`src/rtl/ped_crossing_if.sv`:
```
// Signal bundle between the pedestrian-crossing controller and its environment.
// The master side drives the tick, button and maintenance inputs.
// The slave side (the controller) drives the lamps, the status outputs and the timer restart pulse.
interface ped_crossing_if;
  logic       tick;
  logic       ped_req;
  logic       maint;
  logic       car_g;
  logic       car_y;
  logic       car_r;
  logic       ped_g;
  logic       ped_r;
  logic       req_pending;
  logic       timer_clr;
  logic [2:0] state;

  modport master (
    output tick, ped_req, maint,
    input  car_g, car_y, car_r, ped_g, ped_r, req_pending, timer_clr, state
  );

  modport slave (
    input  tick, ped_req, maint,
    output car_g, car_y, car_r, ped_g, ped_r, req_pending, timer_clr, state
  );
endinterface

```
`src/rtl/ped_crossing_fsm.sv`:
```
// Pedestrian-crossing light controller.
// It times each phase by counting ticks from the upstream 2 s timer and serves latched pedestrian requests.
// It also provides a maintenance flashing-yellow mode.
// All outputs are registered. The lamp values are computed from the next state.
module ped_crossing_fsm #(
  parameter int GREEN_MIN = 5,
  parameter int YELLOW_T  = 2,
  parameter int ALLRED_T  = 1,
  parameter int WALK_T    = 4,
  parameter int FLASH_T   = 3,
  parameter int CNT_W     = 4
) (
  input  logic          clk,
  input  logic          reset,
  ped_crossing_if.slave bus
);

  typedef enum logic [2:0] {
    S_GREEN  = 3'd0,
    S_YELLOW = 3'd1,
    S_ALLRED = 3'd2,
    S_WALK   = 3'd3,
    S_FLASH  = 3'd4,
    S_MAINT  = 3'd5
  } state_t;

  localparam logic [CNT_W-1:0] GREEN_LAST  = CNT_W'(GREEN_MIN - 1);
  localparam logic [CNT_W-1:0] YELLOW_LAST = CNT_W'(YELLOW_T - 1);
  localparam logic [CNT_W-1:0] ALLRED_LAST = CNT_W'(ALLRED_T - 1);
  localparam logic [CNT_W-1:0] WALK_LAST   = CNT_W'(WALK_T - 1);
  localparam logic [CNT_W-1:0] FLASH_LAST  = CNT_W'(FLASH_T - 1);

  state_t           r_state, w_state_next;
  logic [CNT_W-1:0] r_cnt, w_cnt_next, w_cnt_inc, w_last;
  logic             r_req, w_req_next;
  logic             r_clr, w_clr_next;
  logic             r_car_g, r_car_y, r_car_r, r_ped_g, r_ped_r;
  logic             w_car_g, w_car_y, w_car_r, w_ped_g, w_ped_r;
  logic             w_done;

  // Last count value of the current timed phase
  always_comb begin
    w_last = GREEN_LAST;
    case (r_state)
      S_YELLOW: w_last = YELLOW_LAST;
      S_ALLRED: w_last = ALLRED_LAST;
      S_WALK:   w_last = WALK_LAST;
      S_FLASH:  w_last = FLASH_LAST;
      default:  w_last = GREEN_LAST;
    endcase
  end

  assign w_done    = bus.tick && (r_cnt == w_last);
  assign w_cnt_inc = r_cnt + 1'b1;

  // Next phase, tick counter and request latch; maintenance overrides everything
  always_comb begin
    w_state_next = r_state;
    w_cnt_next   = r_cnt;
    w_req_next   = r_req;
    if (bus.maint) begin
      w_state_next = S_MAINT;
      w_cnt_next   = '0;
      w_req_next   = 1'b0;
    end else begin
      case (r_state)
        S_GREEN: begin
          // The exit decision uses the already-latched request, not this cycle's button press.
          w_req_next = r_req | bus.ped_req;
          if (bus.tick) begin
            if (r_cnt != GREEN_LAST) begin
              w_cnt_next = w_cnt_inc;
            end else if (r_req) begin
              w_state_next = S_YELLOW;
              w_cnt_next   = '0;
            end
          end
        end
        S_YELLOW: begin
          w_req_next = r_req | bus.ped_req;
          if (w_done) begin
            w_state_next = S_ALLRED;
            w_cnt_next   = '0;
          end else if (bus.tick) begin
            w_cnt_next = w_cnt_inc;
          end
        end
        S_ALLRED: begin
          w_req_next = r_req | bus.ped_req;
          if (w_done) begin
            // The request is served here, so clearing it wins over a simultaneous press.
            w_state_next = S_WALK;
            w_cnt_next   = '0;
            w_req_next   = 1'b0;
          end else if (bus.tick) begin
            w_cnt_next = w_cnt_inc;
          end
        end
        S_WALK: begin
          if (w_done) begin
            w_state_next = S_FLASH;
            w_cnt_next   = '0;
          end else if (bus.tick) begin
            w_cnt_next = w_cnt_inc;
          end
        end
        S_FLASH: begin
          if (w_done) begin
            w_state_next = S_GREEN;
            w_cnt_next   = '0;
          end else if (bus.tick) begin
            w_cnt_next = w_cnt_inc;
          end
        end
        default: begin
          // Leaving maintenance, or recovering from an illegal code
          w_state_next = S_GREEN;
          w_cnt_next   = '0;
        end
      endcase
    end
  end

  // Lamp values for the next state; blinking lamps start lit on entry and toggle per tick
  always_comb begin
    w_car_g    = 1'b0;
    w_car_y    = 1'b0;
    w_car_r    = 1'b0;
    w_ped_g    = 1'b0;
    w_ped_r    = 1'b0;
    w_clr_next = (w_state_next != r_state);
    case (w_state_next)
      S_GREEN:  begin w_car_g = 1'b1; w_ped_r = 1'b1; end
      S_YELLOW: begin w_car_y = 1'b1; w_ped_r = 1'b1; end
      S_ALLRED: begin w_car_r = 1'b1; w_ped_r = 1'b1; end
      S_WALK:   begin w_car_r = 1'b1; w_ped_g = 1'b1; end
      S_FLASH: begin
        w_car_r = 1'b1;
        w_ped_g = w_clr_next ? 1'b1 : (r_ped_g ^ bus.tick);
      end
      S_MAINT: w_car_y = w_clr_next ? 1'b1 : (r_car_y ^ bus.tick);
      default: begin w_car_g = 1'b1; w_ped_r = 1'b1; end
    endcase
  end

  // State, counter, request and output registers
  always_ff @(posedge clk or negedge reset) begin
    if (!reset) begin
      r_state <= S_GREEN;
      r_cnt   <= '0;
      r_req   <= 1'b0;
      r_clr   <= 1'b0;
      r_car_g <= 1'b1;
      r_car_y <= 1'b0;
      r_car_r <= 1'b0;
      r_ped_g <= 1'b0;
      r_ped_r <= 1'b1;
    end else begin
      r_state <= w_state_next;
      r_cnt   <= w_cnt_next;
      r_req   <= w_req_next;
      r_clr   <= w_clr_next;
      r_car_g <= w_car_g;
      r_car_y <= w_car_y;
      r_car_r <= w_car_r;
      r_ped_g <= w_ped_g;
      r_ped_r <= w_ped_r;
    end
  end

  assign bus.state       = r_state;
  assign bus.car_g       = r_car_g;
  assign bus.car_y       = r_car_y;
  assign bus.car_r       = r_car_r;
  assign bus.ped_g       = r_ped_g;
  assign bus.ped_r       = r_ped_r;
  assign bus.req_pending = r_req;
  assign bus.timer_clr   = r_clr;

endmodule

```
`src/flat_wrapper.sv`:
```
// flat-port wrapper written by rule: the top's interface ports become plain ports
module ped_crossing_fsm_flat 
#(
  parameter int GREEN_MIN = 5,
  parameter int YELLOW_T  = 2,
  parameter int ALLRED_T  = 1,
  parameter int WALK_T    = 4,
  parameter int FLASH_T   = 3,
  parameter int CNT_W     = 4
)
  (clk, reset, bus_tick, bus_ped_req, bus_maint, bus_car_g, bus_car_y, bus_car_r, bus_ped_g, bus_ped_r, bus_req_pending, bus_timer_clr, bus_state);
  ped_crossing_if bus_i ();
  input  logic clk;
  input  logic reset;
  input wire logic [$bits(bus_i.tick)-1:0] bus_tick;
  input wire logic [$bits(bus_i.ped_req)-1:0] bus_ped_req;
  input wire logic [$bits(bus_i.maint)-1:0] bus_maint;
  output wire logic [$bits(bus_i.car_g)-1:0] bus_car_g;
  output wire logic [$bits(bus_i.car_y)-1:0] bus_car_y;
  output wire logic [$bits(bus_i.car_r)-1:0] bus_car_r;
  output wire logic [$bits(bus_i.ped_g)-1:0] bus_ped_g;
  output wire logic [$bits(bus_i.ped_r)-1:0] bus_ped_r;
  output wire logic [$bits(bus_i.req_pending)-1:0] bus_req_pending;
  output wire logic [$bits(bus_i.timer_clr)-1:0] bus_timer_clr;
  output wire logic [$bits(bus_i.state)-1:0] bus_state;
  assign bus_i.tick = bus_tick;
  assign bus_i.ped_req = bus_ped_req;
  assign bus_i.maint = bus_maint;
  assign bus_car_g = bus_i.car_g;
  assign bus_car_y = bus_i.car_y;
  assign bus_car_r = bus_i.car_r;
  assign bus_ped_g = bus_i.ped_g;
  assign bus_ped_r = bus_i.ped_r;
  assign bus_req_pending = bus_i.req_pending;
  assign bus_timer_clr = bus_i.timer_clr;
  assign bus_state = bus_i.state;
  ped_crossing_fsm #(.GREEN_MIN(GREEN_MIN), .YELLOW_T(YELLOW_T), .ALLRED_T(ALLRED_T), .WALK_T(WALK_T), .FLASH_T(FLASH_T), .CNT_W(CNT_W)) u_core (.clk(clk), .reset(reset), .bus(bus_i));
endmodule
```
`config.mk`:
```
export PLATFORM = sky130hd
export DESIGN_NAME = ped_crossing_fsm_flat
export DESIGN_NICKNAME = d
export VERILOG_FILES = /design/src/rtl/ped_crossing_if.sv /design/src/rtl/ped_crossing_fsm.sv /design/src/flat_wrapper.sv
export SDC_FILE = /design/constraint.sdc
export NUM_CORES = 1
export LEC_CHECK = 0
export BUFFER_PORTS_ARGS = -buffer_cell sky130_fd_sc_hd__buf_2
export CAP_MARGIN = 0
export CORE_MARGIN = 5
export CORE_UTILIZATION = 33
export DETAILED_ROUTE_END_ITERATION = 10
export SLEW_MARGIN = 20
export SYNTH_ARGS = -nofsm -noshare
export SYNTH_HDL_FRONTEND = slang
export SYNTH_SLANG_ARGS = --single-unit
```
`constraint.sdc`:
```
create_clock -name clk -period 2.35 [get_ports clk]
set_input_delay 0.235 -clock clk [delete_from_list [all_inputs] [get_ports clk]]
set_output_delay 0.235 -clock clk [all_outputs]
set_load 0.005 [all_outputs]
```
==> run metrics, run 1 <==
status complete, no violations; total of warnings raised by yosys 0; CP endpoint kind flop; Worst-path clk slew 90 ps; CORE AREA 0.00305 mm²; Synthesized Nets 131; initial antenna violation count 0; Detail Route Antenna Nets 0; Hold Slack 246 ps; CP peak stage delay 470 ps; min-delay src bus_maint; CTS tree built; crit start category flop; number of synthesized flops with an enable pin 0; CTS Buf Count 3; share of cells above drive strength 1 21.6%; layout filler cell count 319; HPWL Detailed 1910 µm; min Tclk post-route 2170 ps; initial drt markers 32; chip width 66.4 µm; # IOs 15; Area Growth Syn to Fin 14.9%; worst skew pair latency 290 ps; Netlist cell types 45; Post CTS Setup Buffer Count 0; FFs w/ async S/R, synth 100%; Final Hold Fails 0; Inserted Diodes 0; Worst Reg-to-Reg Cells 7; hold path cells 2; Worst Hold End u_core.bus.car_g; CTS H-tree depth 1; synthesized cell area 0.00105 mm²; Root Buffer clkbuf_4; Yosys reg bits 14; critical path peak fanout 14; reg2reg end u_core.bus.car_y; Layout Nets 147; Max-Cap Viols 0; PortBufs 14; RSZ-0062 raised after global routing false; gr usage total 12.9%; via count 989; clock sink count 14; sequential share of the synthesized area 33.6%; Top FF cell, synth dfrtp_1; vias per inst 5.40; Least-Margin Pin Slew 426 ps; Biggest register u_core.r_cnt; max reg flops 4; crit share post-route 92.5%; R2R Path Start u_core.bus.state[0]; Syn Inst Count 124; cts hold-fix bufs 1; GPL Wtd Cong 0.864; Die Height 66.4 µm; Design Power 616 µW; HP Class in -> reg; first-pass GRT wire length 4340 µm; commonest non-fill, non-tap cells in the layout buf_2 (14), nor2_1 (12), dfrtp_1 (12); slowest CP cell dfrtp_1; number of global-route vias before repair 899; R2R setup slack 180 ps; commonest non-fill, non-tap cell in the layout buf_2; Crit Path Category reg -> reg; Total Neg Setup Slack 0 ps; Achievable Freq 460 MHz; DIE AREA 0.00441 mm²; VDD IR-drop max 0.228 mV; First-pass DRT Iterations 4; fin. max-slew vios 0; Routed WL per cell 13.9 µm; worst path cell trace buf_4 -> nor2_1 -> a22oi_1 -> a21oi_4 -> and4_1 -> nor3_1 -> o32a_1; initial core utilization 34.4%; Power Density 510 mW/mm²; final clock skew 0.846 ps; headroom to the max-slew limit 71.4%; Core Rows 20; Worst Path Required 2530 ps; largest net degree at the start of global routing 16; clk buf depth 2; grt total ovfl 0; register area 353 µm²; Post-CTS Resized 0; Setup Viol. Count Final 0; Avg Inst Size Synth 8.48 µm²; Critical Path AT 2360 ps; Total Wirelength 2540 µm; area of the multi-input gates 619 µm²; Leak 0.507 nW; Post-route DRC 0
==> report_power, final <==
part | total (mW) | internal, mW | switching (mW)
combinational | 0.159 | 0.0672 | 0.0914
sequential | 0.274 | 0.260 | 0.0144
clock | 0.183 | 0.0945 | 0.0883
==> worst max-delay path by stage <==
stage | start | to | slack (ps) | cells after the start
after floorplan | u_core.bus.state[2] | u_core.bus.car_y | 400 | 7
after global placement | u_core.bus.state[0] | u_core.bus.car_y | 260 | 7
after detailed placement | u_core.bus.state[0] | u_core.bus.car_y | 190 | 7
after CTS | u_core.bus.state[0] | u_core.bus.car_y | 170 | 7
after global routing | u_core.bus.state[0] | u_core.bus.timer_clr | 10 | 7
final | u_core.bus.state[0] | u_core.bus.car_y | 180 | 7
==> stage by stage <==
step           std cells  worst slack (ps)  util (%)  area, µm²
3_3_place_gp         178               256      38.0       1160
3_5_place_dp         178               191      38.0       1160
2_1_floorplan        124               397         -       1050
6_report             183               176      39.5       1210
5_1_grt              183              12.2      39.5       1210
4_1_cts              183               175      39.5       1210
==> per-layer routing <==
layer	share of wire (%)	global-route usage [%]
met1	47	18.1
met2	47	19.3
met3	5.7	3.74
met4	0.99	3.05
met5	0	0
==> worst max-delay path: cells and delay by family, from the launching register on <==
family | cells | cell delay [ps]
AOI/OAI and AO/OA | 3 | 860
and+or+nand+nor | 3 | 520
DFF | 1 | 470
buffers and inverters | 1 | 210
==> synth_stat cells (all sizes together), types with 2 or more instances <==
library cell   n  area share (%)
and2           2             1.2
a31oi          2             1.2
dfrtp         12              29
inv            7             2.5
dfstp          2             5.0
o21a           2             1.4
o211ai         4             2.9
a21boi         2             1.8
clkbuf         4             1.4
o311a          2             1.9
nand3          2            0.95
xnor2          2             1.7
a211oi         3             2.1
nor2b          4             2.4
buf            5             3.6
nor2          12             4.3
a21oi          6             3.9
o21ai         11             5.2
nor3           4             1.9
nand2b         2             1.9
xor2           4             3.3
nand2         10             3.6
ha             2             2.4
==> logic make-up (layout without fill, tap and decap cells) <==
| logic type | Yosys count | count (layout) | synth area share [%] |
|---|---|---|---|
| flip-flops | 14 | 14 | 33.6 |
| adder cells (fa/ha/maj) | 2 | 2 | 2.38 |
| AND/OR/NAND/NOR | 43 | 43 | 21.7 |
| buffers and inverters | 16 | 31 | 7.50 |
| XOR/XNOR | 6 | 6 | 5.00 |
| multiplexers | 1 | 1 | 0.952 |
| AO/OA/AOI/OAI | 42 | 42 | 28.9 |
==> layout make-up <==
cell class                 count  share of cell area [%]
clock buffer                   4                    3.01
sequential                    14                    29.2
tap                           44                    4.56
inverter                       7                    2.18
timing repair buffer          20                    9.74
multi-input combinational     94                    51.3
Power figures use the tool's default switching activity.
==> inputs of run 2 (changes only) <==
--- a/config.mk
+++ b/config.mk
@@ -5,11 +5,13 @@
 export SDC_FILE = /design/constraint.sdc
 export NUM_CORES = 1
 export LEC_CHECK = 0
+export ABC_AREA = 1
 export BUFFER_PORTS_ARGS = -buffer_cell sky130_fd_sc_hd__buf_2
 export CAP_MARGIN = 0
 export CORE_MARGIN = 5
-export CORE_UTILIZATION = 33
+export CORE_UTILIZATION = 55
 export DETAILED_ROUTE_END_ITERATION = 10
+export PLACE_DENSITY = 0.78
 export SLEW_MARGIN = 20
 export SYNTH_ARGS = -nofsm -noshare
 export SYNTH_HDL_FRONTEND = slang
==> run 2 against run 1 <==
  * Sequential power rose by 6%
  * Total power rose by 3.4%
  * Design area fell by 7.7%
  * Worst hold slack improved by 90 ps
  * Non-clock buffer count fell by 5
  * Register-to-register slack improved by 60 ps
  * Die area fell by 38%
  * Clock skew rose by 3.2 ps
  * Clock-buffer cell count did not move
  * Flip-flop and latch count did not move
  * Combinational power rose by 29%
  * Largest cell class unchanged
  * Largest power group unchanged
==> run metrics, run 2 <==
number of global-route vias before repair 910 (+1.2%); VDD IR-drop max 0.405 mV (+78%); clock sink count 14 (unchanged); Final Hold Fails 0 (unchanged); top cells by count, synth nand2_1 (20), inv_1 (16), nand3_1 (13); largest cells by area after synthesis dfrtp_1 (30%), nand2_1 (7.6%), nand3_2 (7.1%); share of cells above drive strength 1 33.8% (+12 points); clk buf depth 2 (unchanged); final clock skew 4.06 ps (+3.21 ps); grt total ovfl 0 (unchanged); Post-CTS Resized 0 (unchanged); HP Class in -> reg; Worst Path Required 2520 ps (about the same); Leak 0.567 nW (+12%); Biggest register u_core.r_cnt; Synthesized Nets 131 (unchanged); commonest non-fill, non-tap cell in the layout nand2_1; GPL Wtd Cong 1.03 (+19%); Max-Cap Viols 0 (unchanged); FFs w/ async S/R, synth 100% (unchanged); fin worst setup slack 239 ps (+62.5 ps); CTS Buf Count 3 (unchanged); met2 routed WL 1180 µm (-0.76%); layout filler cell count 149 (-53%); Top FF cell, synth dfrtp_1; CP peak stage delay 640 ps (+170 ps); PortBufs 14 (unchanged); Sw Pwr 229 µW (+18%); initial core utilization 57.7% (+23 points); largest net degree at the start of global routing 15 (-1); Worst-path clk slew 80 ps (about the same); Netlist cell types 25 (-44%); First-pass DRT Iterations 4 (unchanged); CTS H-tree depth 1 (unchanged); top cell type's share of synthesized area 30.5% (+1.9 points); met3 wire length 164 µm (+14%); max reg flops 4 (unchanged); Post-route DRC 0 (unchanged); HPWL Detailed 1720 µm (-10%); initial antenna violation count 0 (unchanged); via count 901 (-8.9%); Crit Path Category reg -> reg; vias per inst 5.40 (-0.17%); chip width 52.3 µm (-21%); sequential share of the synthesized area 35.8% (+2.3 points); DIE AREA 0.00274 mm² (-38%); Sequential Power Share 45.8% (+1.2 points); Design Power 636 µW (+3.4%); Total Wirelength 2330 µm (-8.1%); fin. max-slew vios 0 (unchanged); status complete, no violations; headroom to the max-slew limit 68.6% (-2.7 points); crit start category flop; cell accounting for the most synthesized area dfrtp_1; commonest non-fill, non-tap cells in the layout nand2_1 (20), inv_1 (16), buf_2 (14); Layout Nets 150 (+2.0%); Yosys reg bits 14 (unchanged); Critical Path AT 2280 ps (-80 ps); Detail Route Antenna Nets 0 (unchanged); Routed WL per cell 14.0 µm (+0.73%); Syn Inst Count 124 (unchanged); min Tclk post-route 2110 ps (-62.5 ps); Avg Inst Size Synth 7.94 µm² (-6.3%); dpl ws 288 ps (+96.7 ps); switch share 36.0% (+4.5 points); Core Rows 15 (-25%); Clock power frac 22.0% (-7.7 points); critical path peak fanout 13 (-1); Comb power frac 32.2% (+6.4 points); initial drt markers 30 (-6.3%); Achievable Freq 474 MHz (+3.0%); crit share post-route 89.8% (-2.7 points); Area Growth Syn to Fin 13.2%; CORE AREA 0.00171 mm² (-44%); Root Buffer clkbuf_4; number of synthesized flops with an enable pin 0 (unchanged); first-pass GRT wire length 4110 µm (-5.3%); Inserted Diodes 0 (unchanged); count leader, synth nand2_1; Met1 Routed Length 952 µm (-20%); Die Height 52.3 µm (-21%); gr usage total 20.3% (+7.4 points); worst skew pair latency 270 ps (-20 ps); RSZ-0062 raised after global routing false; total of warnings raised by yosys 0 (unchanged); slowest CP cell dfrtp_1; top layer in use met4; synthesized cell area 985 µm² (-6.3%); CTS tree built; Least-Margin Pin Slew 470 ps (+44.8 ps); Setup Viol. Count Final 0 (unchanged); Power Density 571 mW/mm² (+12%); Pint 407 µW (-3.4%); Total Neg Setup Slack 0 ps (unchanged); CP endpoint kind flop; # IOs 15 (unchanged); worst path cell trace nor2_1 -> nand2_2 -> nand2_2 -> nand2_4 -> nand4_2 -> nand2_1 -> nand2_1 -> nand3_1 -> nand2_1 -> nor2_4 -> nand2_2 -> nor2_2 -> nor2_1
run 2: cell types whose count changed after synthesis, moves of 4 or more:
cell / change
inv_1: +9
nor2b_1: -4
o211ai_1: -4
nand2_1: +10
nor2_2: +4
nand2_2: +8
o22ai_1: +5
a21oi_1: -5
nand3_1: +11
clkbuf_1: -4
o21ai_0: -8
inv_2: +4
nand4_1: +4
nand3_2: +7
run 2: layout make-up:
type / instances / area, µm² / area share (%)
Clock buffer: 4 / 26.3 / 2.36
Inverter: 20 / 75.1 / 6.73
Multi-Input combinational cell: 89 / 549 / 49.3
Sequential cell: 14 / 353 / 31.6
Tap cell: 25 / 31.3 / 2.81
Timing Repair Buffer: 15 / 80.1 / 7.18
run 2: stage by stage:
step           instances  hold WS, ps  instance area [µm²]  util, %
2_1_floorplan        124        -60.6                  985        -
3_3_place_gp         162          144                 1080     63.2
3_5_place_dp         162          147                 1080     63.2
4_1_cts              167          323                 1110     65.3
5_1_grt              167          364                 1110     65.3
6_report             167          336                 1110     65.3
run 2: critical path, delay by kind of cell, from the launching register on:
family,cells,cell delay (ps)
DFF,1,640
and+or+nand+nor,13,1350
run 2: timing repair:
action                                 in CTS  in global routing
hold buffers                                1                  0
setup buffers                               0                  0
endpoints found under the hold margin      12                  0
run 2: worst paths after layout:
path	startpoint	endpoint	slack [ps]	depth (start not counted)
worst max register to register	u_core.bus.state[0]	u_core.bus.ped_g	240	13
max in group asynchronous	reset	u_core.bus.ped_r	1680	2
min in group asynchronous	reset	u_core.bus.timer_clr	380	2
worst min-delay path	bus_maint	u_core.bus.state[1]	340	4
worst max-delay path	u_core.bus.state[0]	u_core.bus.ped_g	240	13
worst min register to register	u_core.r_cnt[0]	u_core.r_cnt[0]	600	1
run 2: kinds of logic (layout without fill, tap and decap cells):
family          after synthesis  in the layout  synth area share (%)
buf+inv                      21             39                  8.39
mux                           1              1                  1.02
compound gates               11             11                  7.37
fa+ha+maj                     2              2                  2.54
xor+xnor                      4              4                  3.56
simple gates                 71             71                  41.3
flops                        14             14                  35.8
run 2: power groups by stage:
stage	Clock (mW)	Combinational, mW	Sequential, mW
floorplan	0	0.149	0.289
global placement	0	0.197	0.293
detailed placement	0	0.200	0.295
CTS	0.145	0.205	0.291
global route	0.154	0.228	0.295
finish	0.140	0.205	0.291
run 2: per-layer routing:
metal | vias up | GRT usage, %
met5 | - | 0
met4 | 0 | 7.23
met3 | 6 | 5.41
met2 | 37 | 35.1
met1 | 416 | 23.8
li1 | 442 | -
